`config.mk`:
```
export PLATFORM = sky130hd
export DESIGN_NAME = mult_prod_accum
export DESIGN_NICKNAME = d
export VERILOG_FILES = /design/src/rtl/mult_pkg.sv /design/src/rtl/mult_acc_ofifo.sv /design/src/rtl/mult_prod_accum.sv
export SDC_FILE = /design/constraint.sdc
export NUM_CORES = 1
export LEC_CHECK = 0
export ABC_AREA = 1
export BUFFER_PORTS_ARGS = -buffer_cell sky130_fd_sc_hd__clkbuf_2
export CORE_AREA = 5 5 162 241
export DETAILED_ROUTE_END_ITERATION = 7
export DIE_AREA = 0 0 167 246
export GPL_TIMING_DRIVEN = 0
export PLACE_DENSITY_LB_ADDON = 0.15
export SLEW_MARGIN = 10
export SYNTH_ARGS = -nofsm -noshare
export SYNTH_HDL_FRONTEND = slang
export SYNTH_SLANG_ARGS = --single-unit
```
`constraint.sdc`:
```
create_clock -name clk -period 4.2 [get_ports clk]
set_input_delay 0.21 -clock clk [delete_from_list [all_inputs] [get_ports clk]]
set_output_delay 0.21 -clock clk [all_outputs]
set_load 0.01 [all_outputs]
```
`src/rtl/mult_pkg.sv`:
```
// Shared helpers for the multiplier family: signedness strings, clog2,
// round-half-up constant and a generic saturation function.
package mult_pkg;

  localparam string SIGNED_STR   = "SIGNED";
  localparam string UNSIGNED_STR = "UNSIGNED";

  // Widest value the helpers below operate on; callers extend into this width.
  localparam int MAX_W = 128;

  function automatic int clog2(input int value);
    int r;
    r = 0;
    while ((1 << r) < value) r++;
    return r;
  endfunction

  function automatic logic [MAX_W-1:0] round_const(input int shift);
    logic [MAX_W-1:0] c;
    c = '0;
    if (shift > 0) c = MAX_W'(1) << (shift - 1);
    return c;
  endfunction

  // Returns {sat, value}; value must already be sign/zero-extended to MAX_W.
  // Only the low out_w bits of the returned value are meaningful.
  function automatic logic [MAX_W:0] saturate(input logic [MAX_W-1:0] value,
                                               input int out_w,
                                               input bit is_signed);
    logic [MAX_W-1:0] hi;
    logic [MAX_W-1:0] lo;
    logic [MAX_W:0]   res;
    res = {1'b0, value};
    if (is_signed) begin
      hi = (MAX_W'(1) << (out_w - 1)) - MAX_W'(1);
      lo = ~hi;
      if ($signed(value) > $signed(hi)) res = {1'b1, hi};
      else if ($signed(value) < $signed(lo)) res = {1'b1, lo};
    end else begin
      hi = (MAX_W'(1) << out_w) - MAX_W'(1);
      if (value > hi) res = {1'b1, hi};
    end
    return res;
  endfunction

endpackage

```
`src/rtl/mult_acc_ofifo.sv`:
```
// Two-entry first-word-fall-through result FIFO; a push is accepted when
// full only if a pop happens in the same cycle.
module mult_acc_ofifo #(
  parameter int DATA_W = 33
) (
  input  logic              clk,
  input  logic              rst_n,
  input  logic              push,
  input  logic [DATA_W-1:0] din,
  output logic              full,
  input  logic              pop,
  output logic [DATA_W-1:0] dout,
  output logic              empty
);

  logic [DATA_W-1:0] mem_reg [2];
  logic              wr_ptr_reg;
  logic              rd_ptr_reg;
  logic [1:0]        count_reg;
  logic              do_pop;
  logic              do_push;

  assign full    = count_reg[1];
  assign empty   = (count_reg == 2'd0);
  assign do_pop  = pop && !empty;
  assign do_push = push && (!full || do_pop);
  assign dout    = mem_reg[rd_ptr_reg];

  for (genvar gi = 0; gi < 2; gi++) begin : g_entry
    always_ff @(posedge clk or negedge rst_n) begin
      if (!rst_n) begin
        mem_reg[gi] <= '0;
      end else if (do_push && (wr_ptr_reg == 1'(gi))) begin
        mem_reg[gi] <= din;
      end
    end
  end

  always_ff @(posedge clk or negedge rst_n) begin
    if (!rst_n) begin
      wr_ptr_reg <= 1'b0;
      rd_ptr_reg <= 1'b0;
      count_reg  <= 2'd0;
    end else begin
      if (do_push) wr_ptr_reg <= ~wr_ptr_reg;
      if (do_pop)  rd_ptr_reg <= ~rd_ptr_reg;
      case ({do_push, do_pop})
        2'b10:   count_reg <= count_reg + 2'd1;
        2'b01:   count_reg <= count_reg - 2'd1;
        default: count_reg <= count_reg;
      endcase
    end
  end

endmodule

```
`src/rtl/mult_prod_accum.sv`:
```
// Frame accumulator behind the pipelined multiplier: sums ACC_LEN products, then
// rounds, shifts and saturates into a 2-entry FIFO. MULT_ACC_STATS_EN adds sat_cnt.
module mult_prod_accum
  import mult_pkg::*;
#(
  parameter int    PROD_WIDTH = 62,
  parameter string SIGNED     = "SIGNED",
  parameter int    ACC_LEN    = 16,
  parameter int    SHIFT      = 20,
  parameter int    OUT_WIDTH  = 32
) (
  input  logic                  clk,
  input  logic                  rst_n,
  input  logic                  in_valid,
  input  logic [PROD_WIDTH-1:0] in_prod,
  input  logic                  clr,
  output logic                  out_valid,
  input  logic                  out_ready,
  output logic [OUT_WIDTH-1:0]  out_data,
  output logic                  out_sat,
  output logic                  ovf_err,
  input  logic                  err_clr,
  output logic [15:0]           sat_cnt
);

  localparam bit   IS_SIGNED = (SIGNED == SIGNED_STR);
  localparam int   ACC_W     = PROD_WIDTH + clog2(ACC_LEN);
  localparam int   RW        = ACC_W + 1;
  localparam int   CNT_W     = (ACC_LEN > 1) ? clog2(ACC_LEN) : 1;
  localparam logic [CNT_W-1:0] CNT_LAST = CNT_W'(ACC_LEN - 1);
  localparam logic [RW-1:0]    RND      = RW'(round_const(SHIFT));

  logic [ACC_W-1:0] prod_ext;
  logic [ACC_W-1:0] acc_reg;
  logic [ACC_W-1:0] s1_sum_reg;
  logic [CNT_W-1:0] cnt_reg;
  logic             s1_v_reg;

  if (IS_SIGNED && (ACC_W > PROD_WIDTH)) begin : g_sext
    assign prod_ext = {{(ACC_W-PROD_WIDTH){in_prod[PROD_WIDTH-1]}}, in_prod};
  end else begin : g_zext
    assign prod_ext = ACC_W'(in_prod);
  end

  // clr has priority over a coincident sample, which is discarded.
  always_ff @(posedge clk or negedge rst_n) begin
    if (!rst_n) begin
      acc_reg    <= '0;
      cnt_reg    <= '0;
      s1_sum_reg <= '0;
      s1_v_reg   <= 1'b0;
    end else if (clr) begin
      acc_reg  <= '0;
      cnt_reg  <= '0;
      s1_v_reg <= 1'b0;
    end else begin
      s1_v_reg <= 1'b0;
      if (in_valid) begin
        if (cnt_reg == CNT_LAST) begin
          s1_sum_reg <= acc_reg + prod_ext;
          s1_v_reg   <= 1'b1;
          acc_reg    <= '0;
          cnt_reg    <= '0;
        end else begin
          acc_reg <= acc_reg + prod_ext;
          cnt_reg <= cnt_reg + CNT_W'(1);
        end
      end
    end
  end

  logic [RW-1:0]        sum_x;
  logic [RW-1:0]        sum_rnd;
  logic signed [RW-1:0] sum_rnd_s;
  logic [RW-1:0]        r_shift;
  logic [MAX_W-1:0]     r_ext;
  logic [MAX_W:0]       sat_res;
  logic                 sat_res_unused;

  // One extra bit of headroom so adding the rounding constant cannot wrap.
  always_comb begin
    sum_x = {1'b0, s1_sum_reg};
    if (IS_SIGNED) sum_x = {s1_sum_reg[ACC_W-1], s1_sum_reg};
    sum_rnd   = sum_x + RND;
    sum_rnd_s = sum_rnd;
    r_shift   = sum_rnd >> SHIFT;
    if (IS_SIGNED) r_shift = sum_rnd_s >>> SHIFT;
    r_ext = {{(MAX_W-RW){1'b0}}, r_shift};
    if (IS_SIGNED) r_ext = {{(MAX_W-RW){r_shift[RW-1]}}, r_shift};
    sat_res = saturate(r_ext, OUT_WIDTH, IS_SIGNED);
  end

  assign sat_res_unused = ^sat_res[MAX_W-1:OUT_WIDTH];

  logic                 fifo_full;
  logic                 fifo_empty;
  logic                 fifo_pop;
  logic                 push_ok;
  logic                 drop;
  logic [OUT_WIDTH:0]   fifo_dout;

  assign out_valid = !fifo_empty;
  assign fifo_pop  = out_valid && out_ready;
  assign push_ok   = s1_v_reg && (!fifo_full || fifo_pop);
  assign drop      = s1_v_reg && fifo_full && !fifo_pop;
  assign out_sat   = fifo_dout[OUT_WIDTH];
  assign out_data  = fifo_dout[OUT_WIDTH-1:0];

  mult_acc_ofifo #(
    .DATA_W(OUT_WIDTH + 1)
  ) u_ofifo (
    .clk  (clk),
    .rst_n(rst_n),
    .push (s1_v_reg),
    .din  ({sat_res[MAX_W], sat_res[OUT_WIDTH-1:0]}),
    .full (fifo_full),
    .pop  (fifo_pop),
    .dout (fifo_dout),
    .empty(fifo_empty)
  );

  always_ff @(posedge clk or negedge rst_n) begin
    if (!rst_n) begin
      ovf_err <= 1'b0;
    end else if (drop) begin
      ovf_err <= 1'b1;
    end else if (err_clr) begin
      ovf_err <= 1'b0;
    end
  end

`ifdef MULT_ACC_STATS_EN
  logic [15:0] sat_cnt_reg;
  always_ff @(posedge clk or negedge rst_n) begin
    if (!rst_n) begin
      sat_cnt_reg <= 16'd0;
    end else if (push_ok && sat_res[MAX_W] && (sat_cnt_reg != 16'hFFFF)) begin
      sat_cnt_reg <= sat_cnt_reg + 16'd1;
    end
  end
  assign sat_cnt = sat_cnt_reg;
`else
  logic push_ok_unused;
  assign push_ok_unused = push_ok;
  assign sat_cnt = 16'd0;
`endif

endmodule
```
==> metrics.md, run 1 <==
| Metric | Value |
|---|---|
| Largest net degree at the start of global routing | `99` |
| Pre-CTS WS | `1.172 ns` |
| Fin. Hold Viols | `0` |
| Num CTS Buffers | `17` |
| Least-Margin Pin Slew | `0.9783 ns` |
| Vias in the first global route | `14,710` |
| Global-route wire length before repair | `80.82 mm` |
| Fin area | `0.01632 sq mm` |
| Via count | `14,640` |
| Avg Inst Size Synth | `6.449 sq um` |
| VDD IR max | `0.2188 mV` |
| Share of cells above drive strength 1 | `0.1012` |
| Cell area after placement | `0.01567 sq mm` |
| Seq/Total Area, Yosys | `0.3277` |
| Die area | `0.04108 sq mm` |
| Cell Area, Synth | `0.01443 sq mm` |
| Status | `finished, final reports clean` |
| Antenna cells | `0` |
| RSZ-0062 raised after global routing | `no` |
| Drt wl/cell | `18.18 um` |
| Main synth FF type | `dfrtp_1` |
| Grt total ovfl | `0` |
| Skew final | `0.01343 ns` |
| Arrival time of the worst setup path | `3.55 ns` |
| CTS tree | `built` |
| EDFF count, synth | `0` |
| Reg clk slew, reported paths | `0.09 ns` |
| Synth Instances | `2,238` |
| Core box area | `0.03669 sq mm` |
| Post-synthesis async set-or-reset flop share | `1.000` |
| Cell area power density | `353.1 mW/mm^2` |
| Setup Fix Bufs, Post-CTS | `0` |
| YS warnings | `0` |
| # IOs | `119` |
| Die Wd | `167 um` |
| CTS sink count | `189` |
| Cell Rows | `86` |
| Final weighted congestion in routability-driven placement | `1.025` |
| Final Power | `5.763 mW` |
| Slew Viols, Final | `0` |
| Port bufs | `102` |
| Clk_lat worst skew | `0.48 ns` |
| Library cells used by synthesis | `41` |
| Max-cap violations | `0` |
| Worst setup SP type | `flop` |
| DRC Markers | `0` |
| P_leak | `8.576 nW` |
| Total GRT Usage | `0.2543` |
| Data required, critical path | `4.62 ns` |
| Root Driver | `clkbuf_16` |
| Die span in y | `246 um` |
| Achievable Freq | `319.5 MHz` |
| Layout overhead on the synthesized area | `13.08%` |
| Crit share post-route | `0.7453` |
| Final critical-path setup slack | `1.070 ns` |
| Final WL | `52.27 mm` |
| Post-DP HPWL | `43.13 mm` |
| Final Critical Period | `3.130 ns` |
| DR vias/cell | `5.091` |
| H-tree Lvls | `4` |
| Setup_tns | `0 ns` |
| Max-Slew Margin vs Limit | `0.3454` |
| Hold/Removal Path Class | `input port to flop` |
| Number of DRC markers in iteration 0 | `919` |
| #FFs+latches synth | `189` |
| TritonRoute pass-1 iters | `6` |
| Clock buffer depth | `2` |
| Starting density of the core | `0.3933` |
| Crit Path Category | `flop to flop` |
| Initial antenna violation count | `0` |
| Final setup fails | `0` |
| Remaining antenna violation count after routing | `0` |
| Worst setup EP type | `flop` |
| Nets | `2,515` |
| Worst-path maximum fanout | `5` |
[power breakdown]
group,switching [mW],internal [mW]
combinational,1.31,0.576
clock,0.901,0.924
sequential,0.0983,1.95
[cells in the mapped netlist, drive strengths merged, types with 5 or more instances]
cell type  instances  share of area
or2                7         0.0030
buf               28          0.015
nor2             262          0.072
nand4             27          0.012
clkinv             5         0.0013
o21ai            111          0.038
xnor2             17          0.010
a21oi            100          0.035
nor3               9         0.0031
nand3b            12         0.0062
nor4               5         0.0022
inv              211          0.055
a22o              14         0.0085
a21o              13         0.0068
o21bai             8         0.0042
a31oi              7         0.0030
nand2            928           0.25
clkbuf            36         0.0094
nand3            128          0.045
dfrtp            189           0.33
xor2              36          0.022
ha                68          0.059
[worst paths after layout]
kind / startpoint / endpoint / slack (ns) / cells after the start
max in group asynchronous: rst_n / acc_reg[54]$_DFFE_PN0P_ / 2.98 / 4
min: out_ready / u_ofifo.rd_ptr_reg$_DFFE_PN0P_ / 0.04 / 3
min reg2reg: u_ofifo.mem_reg[54]$_DFFE_PN0P_ / u_ofifo.mem_reg[54]$_DFFE_PN0P_ / 0.48 / 2
max: acc_reg[9]$_DFFE_PN0P_ / acc_reg[46]$_DFFE_PN0P_ / 1.07 / 12
max reg2reg: acc_reg[9]$_DFFE_PN0P_ / acc_reg[46]$_DFFE_PN0P_ / 1.07 / 12
min in group asynchronous: rst_n / u_ofifo.mem_reg[10]$_DFFE_PN0P_ / 0.35 / 3
[logic make-up after synthesis]
logic type                 after synthesis  share of synthesized area
AOI/OAI and AO/OA                      265                     0.1026
xor gates and xnor gates                53                    0.03216
adders and majority gates               69                    0.06034
buffers and inverters                  280                    0.08045
DFF                                    189                     0.3277
other                                    1                  0.0002598
and+or+nand+nor                       1381                     0.3965
[cells in the final DEF (no fill, tap or decap), types with 12 or more instances in the layout]
master,Yosys,layout
clkbuf_16,0,17
xnor2_1,17,17
clkbuf_1,36,36
buf_4,16,16
inv_1,209,209
nand2_1,872,872
a21o_1,13,13
nand2_2,54,54
nor2_1,249,249
ha_1,68,68
o21ai_0,110,110
dfrtp_1,189,189
a21oi_1,100,100
conb_1,1,16
nand3b_1,12,12
nand4_1,27,27
xor2_1,36,36
clkbuf_2,0,101
a22o_1,14,14
nand3_1,126,126
[per-layer routing]
| layer | track usage | wire (um) | vias up |
|---|---|---|---|
| li1 | - | - | 7389 |
| met1 | 0.2758 | 19840 | 6708 |
| met2 | 0.4783 | 27220 | 407 |
| met3 | 0.02568 | 1971 | 133 |
| met4 | 0.1442 | 3244 | 0 |
| met5 | 0 | 0 | - |
[per-stage QoR]
step	instances	hold WS, ns	utilization
3_5_place_dp	2841	0.3154	0.4270
6_report	2875	0.03564	0.4448
4_1_cts	2875	0.03275	0.4448
2_1_floorplan	2253	-0.08559	-
5_1_grt	2875	0.04325	0.4448
3_3_place_gp	2839	0.4087	0.4253
[critical path: stages, from the launching register on]
cell and delay, ns:
dfrtp_1 0.39, ha_1 0.35, nand2_1 0.14, nor2_1 0.25, nand2_1 0.14, o21ai_0 0.62, nand3_1 0.22, nand2_1 0.24
nand2_1 0.07, nand2_1 0.09, xor2_1 0.32, nand2_1 0.15, nand2_1 0.10
[cell type report]
cell class              count  area [sq um]
clock buffers              17         425.4
multi-input cells        1784          8598
well taps                 484         605.6
fillers                  3991         20370
clock inverters            15         206.4
repair buffers            106         594.3
plain buffers              64         350.3
inverters                 216         810.8
flip-flops and latches    189          4730
[timing repair]
action,4_1_cts,5_1_grt
hold buffers,2,0
hold endpoints to repair,98,0
resized for setup,0,0
Power figures use the tool's default switching activity.
==> run 2, diff against run 1 <==
Settings changed: ABC_AREA 1 to 0, CORE_AREA 5 5 162 241 to 5 5 152 226, DIE_AREA 0 0 167 246 to 0 0 157 231.
Clock period 4.2 ns to 3.05 ns, I/O delays scaled along.
==> metrics.md, run 2 <==
| Metric | Value |
|---|---|
| Status | `finished with violations` |
| Failing checks | `negative setup slack` |
| Starting density of the core | `0.3903 (-0.003035)` |
| Cell accounting for the most synthesized area | `dfrtp_1` |
| Initial antenna violation count | `1 (+1)` |
| DR vias/cell | `5.554 (+9.1%)` |
| Count leader, synth | `dfrtp_1` |
| CP endpoint | `s1_sum_reg[62]$_DFFE_PN0P_` |
| Final hold slack | `0.05436 ns (+0.01872 ns)` |
| Remaining antenna violation count after routing | `0 (unchanged)` |
| #FFs+latches synth | `189 (unchanged)` |
| Final-layout fill cell count | `2,995 (-25%)` |
| Die area | `0.03627 sq mm (-12%)` |
| Arrival time of the worst setup path | `3.67 ns (+0.12 ns)` |
| Worst r2r src | `acc_reg[0]$_DFFE_PN0P_` |
| Synth top cells by count | `189 x dfrtp_1, 141 x nand2_1, 115 x o21ai_0, 82 x a21oi_1, 78 x mux2_2` |
| Fin. Hold Viols | `0 (unchanged)` |
| Library cells used by synthesis | `76 (+85%)` |
| VDD IR max | `0.4837 mV (+120%)` |
| Number of DRC markers in iteration 0 | `491 (-47%)` |
| CTS tree | `built` |
| Most used cell, CP | `a21o_1` |
| Final weighted congestion in routability-driven placement | `0.9194 (-10%)` |
| Total GRT Usage | `0.2088 (-0.04550)` |
| Port bufs | `102 (unchanged)` |
| Final critical-path setup slack | `-0.2742 ns (-1.344 ns)` |
| FF-to-FF path depth | `15 (+3)` |
| Clock buffer depth | `2 (unchanged)` |
| DRC Markers | `0 (unchanged)` |
| Critical Path Stages | `15 (+3)` |
| Largest stage delay, worst path | `0.41 ns (-0.21 ns)` |
| Cell Area, Synth | `0.01262 sq mm (-13%)` |
| Reg2Reg Setup Slack | `-0.27 ns (-1.34 ns)` |
| Final Critical Period | `3.324 ns (+0.1941 ns)` |
| # IOs | `119 (unchanged)` |
| Hold/Removal Path Class | `input port to flop` |
| Grt total ovfl | `0 (unchanged)` |
| YS warnings | `0 (unchanged)` |
| CP Cell Sequence | `ha_4 -> fa_2 -> a21o_1 -> a21oi_2 -> o21a_2 -> o21ai_2 -> a211oi_2 -> buf_4 -> nor2_4 -> a311oi_4 -> buf_6 -> o21ai_4 -> a21o_1 -> xor2_2 -> mux2_4` |
| H-tree Lvls | `4 (unchanged)` |
| Seq/Total Area, Yosys | `0.3748 (+0.04712)` |
| Via count | `11,040 (-25%)` |
| Cell area after placement | `0.01379 sq mm (-12%)` |
| Num CTS Buffers | `17 (unchanged)` |
| EDFF count, synth | `0 (unchanged)` |
| P_leak | `7.599 nW (-11%)` |
| Post-DP HPWL | `27.47 mm (-36%)` |
| Max-Slew Margin vs Limit | `0.4465 (+0.1011)` |
| Worst setup EP type | `flop` |
| Crit Path Category | `flop to flop` |
| Slew Viols, Final | `0 (unchanged)` |
| Least-Margin Pin Slew | `0.8303 ns (-0.1480 ns)` |
| Achievable Freq | `300.8 MHz (-5.8%)` |
| Vias in the first global route | `11,430 (-22%)` |
| Data required, critical path | `3.40 ns (-1.22 ns)` |
| Nets | `1,696 (-33%)` |
| Area share of the largest cell type after synthesis | `0.3748 (+0.04712)` |
| Global-route wire length before repair | `60.11 mm (-26%)` |
| Largest net degree at the start of global routing | `78 (-21%)` |
| RSZ-0062 raised after global routing | `yes` |
| Final setup fails | `69 (+69)` |
| Core box area | `0.03233 sq mm (-12%)` |
| Reg clk slew, reported paths | `0.07 ns (-0.02 ns)` |
| Share of cells above drive strength 1 | `0.3365 (+0.2353)` |
| Die span in y | `231 um (-6.1%)` |
| Worst R2R End | `s1_sum_reg[62]$_DFFE_PN0P_` |
| Antenna cells | `0 (unchanged)` |
| Skew final | `0.009911 ns (-0.003523 ns)` |
| Worst-path maximum fanout | `3 (-2)` |
| Crit path from | `acc_reg[0]$_DFFE_PN0P_` |
| Most frequent cells in the layout | `187 x dfrtp_1, 136 x nand2_1, 101 x clkbuf_2, 95 x buf_4, 73 x a21oi_1` |
| Max-cap violations | `0 (unchanged)` |
| Crit share post-route | `1.090 (+0.3446)` |
| TritonRoute pass-1 iters | `5 (-1)` |
| CP top delay family | `compound AO/OA/AOI/OAI gates` |
| CP max-delay cell | `dfrtp_1` |
| Root Driver | `clkbuf_16` |
| Post-synthesis async set-or-reset flop share | `1.000 (unchanged)` |
| Top cells by area, synth | `dfrtp_1 37%, mux2_2 7.0%, ha_1 6.7%` |
| CTS sink count | `189 (unchanged)` |
| Cell Rows | `81 (-5.8%)` |
| Worst setup SP type | `flop` |
| Final WL | `38.50 mm (-26%)` |
| Fin area | `0.01663 sq mm (+1.9%)` |
| Clk_lat worst skew | `0.46 ns (-0.02 ns)` |
| Cell area power density | `524.6 mW/mm^2 (+49%)` |
| Layout overhead on the synthesized area | `31.77%` |
| Commonest non-fill, non-tap cell in the layout | `dfrtp_1` |
| Buffers & Inverters on Critical Path | `2 (+2)` |
| Drt wl/cell | `19.37 um (+6.6%)` |
| Avg Inst Size Synth | `9.445 sq um (+46%)` |
| Main synth FF type | `dfrtp_1` |
| Die Wd | `157 um (-6.0%)` |
| Synth Instances | `1,336 (-40%)` |
-- run 2: cell types whose count changed in the layout (fill, tap and decap cells not counted), sizes merged, moves of 78 or more --
| cell | delta |
|---|---|
| buf | +97 |
| inv | -196 |
| mux2 | +78 |
| nand2 | -786 |
| nand3 | -95 |
| nor2 | -210 |
-- run 2: report_power, final --
group / switching [mW] / internal, mW / leakage, nW / total [mW]
registers: 0.177 / 2.73 / 2.53 / 2.90
logic: 1.92 / 1.54 / 4.78 / 3.47
clock network: 1.05 / 1.30 / 0.287 / 2.35
total: 3.15 / 5.57 / 7.60 / 8.72
-- run 2: cell type report --
class,instances,area (sq um),share of cell area
well taps,415,519.2,0.03123
flip-flops and latches,189,4732,0.2846
clock inverters,8,106.4,0.006396
plain buffers,75,420.4,0.02528
repair buffers,208,1493,0.08977
multi-input cells,1043,8771,0.5275
inverters,25,93.84,0.005644
clock buffers,24,491.7,0.02957
-- run 2: worst min path at each step --
stage / from / endpoint / slack, ns / cells after the start
after floorplan: rst_n / acc_reg[0]$_DFFE_PN0P_ / -0.14 / 0
after global placement: err_clr / ovf_err$_DFFE_PN0P_ / 0.36 / 2
after detailed placement: rst_n / acc_reg[12]$_DFFE_PN0P_ / 0.15 / 1
after CTS: in_valid / cnt_reg[1]$_DFFE_PN0P_ / 0.04 / 3
after global routing: in_valid / cnt_reg[1]$_DFFE_PN0P_ / 0.06 / 3
final: out_ready / u_ofifo.rd_ptr_reg$_DFFE_PN0P_ / 0.05 / 3
-- run 2: tightest hold or removal path: cells and delay by family --
kind	cells	cell delay (ns)
and+or+nand+nor	1	0.17
buffers and inverters	1	0.08
xor gates and xnor gates	1	0.07
-- run 2: layer usage --
metal / part of all wire / GRT usage / wire length, um / vias to the layer above
li1: - / - / - / 5328
met1: 0.40 / 0.2378 / 15450 / 5397
met2: 0.53 / 0.3810 / 20360 / 235
met3: 0.033 / 0.02982 / 1274 / 73
met4: 0.037 / 0.09417 / 1408 / 2
met5: 0.00018 / 0 / 7 / -
-- run 2: kinds of logic after synthesis --
kind of cell               Yosys count  synth area share
muxes                               83           0.07357
adders and majority gates           69           0.06901
other                                1         0.0002972
AOI/OAI and AO/OA                  416            0.2188
buffers and inverters              119           0.04403
and+or+nand+nor                    351            0.1445
xor gates and xnor gates           108           0.07496
DFF                                189            0.3748
-- run 2: timing repair --
item                                   4_1_cts  5_1_grt
cloned                                       2        4
hold buffers                                 3        0
buffers inserted                            75       22
setup endpoints to repair                  144      116
gates resized for setup                    217      122
endpoints found under the hold margin       54        0
pin swaps                                   84       86
-- run 2: stage by stage --
stage,TNS (ns),util,power [mW],worst slack (ns),instances
4_1_cts,-4.034,0.4928,8.539,-0.2579,1963
3_5_place_dp,-66.34,0.4265,5.621,-1.046,1870
5_1_grt,-17.47,0.5143,9.189,-0.3155,1987
3_3_place_gp,-445.47,0.4245,5.590,-2.044,1868
6_report,-6.583,0.5143,8.723,-0.2742,1987
2_1_floorplan,0,-,4.828,0.01214,1351
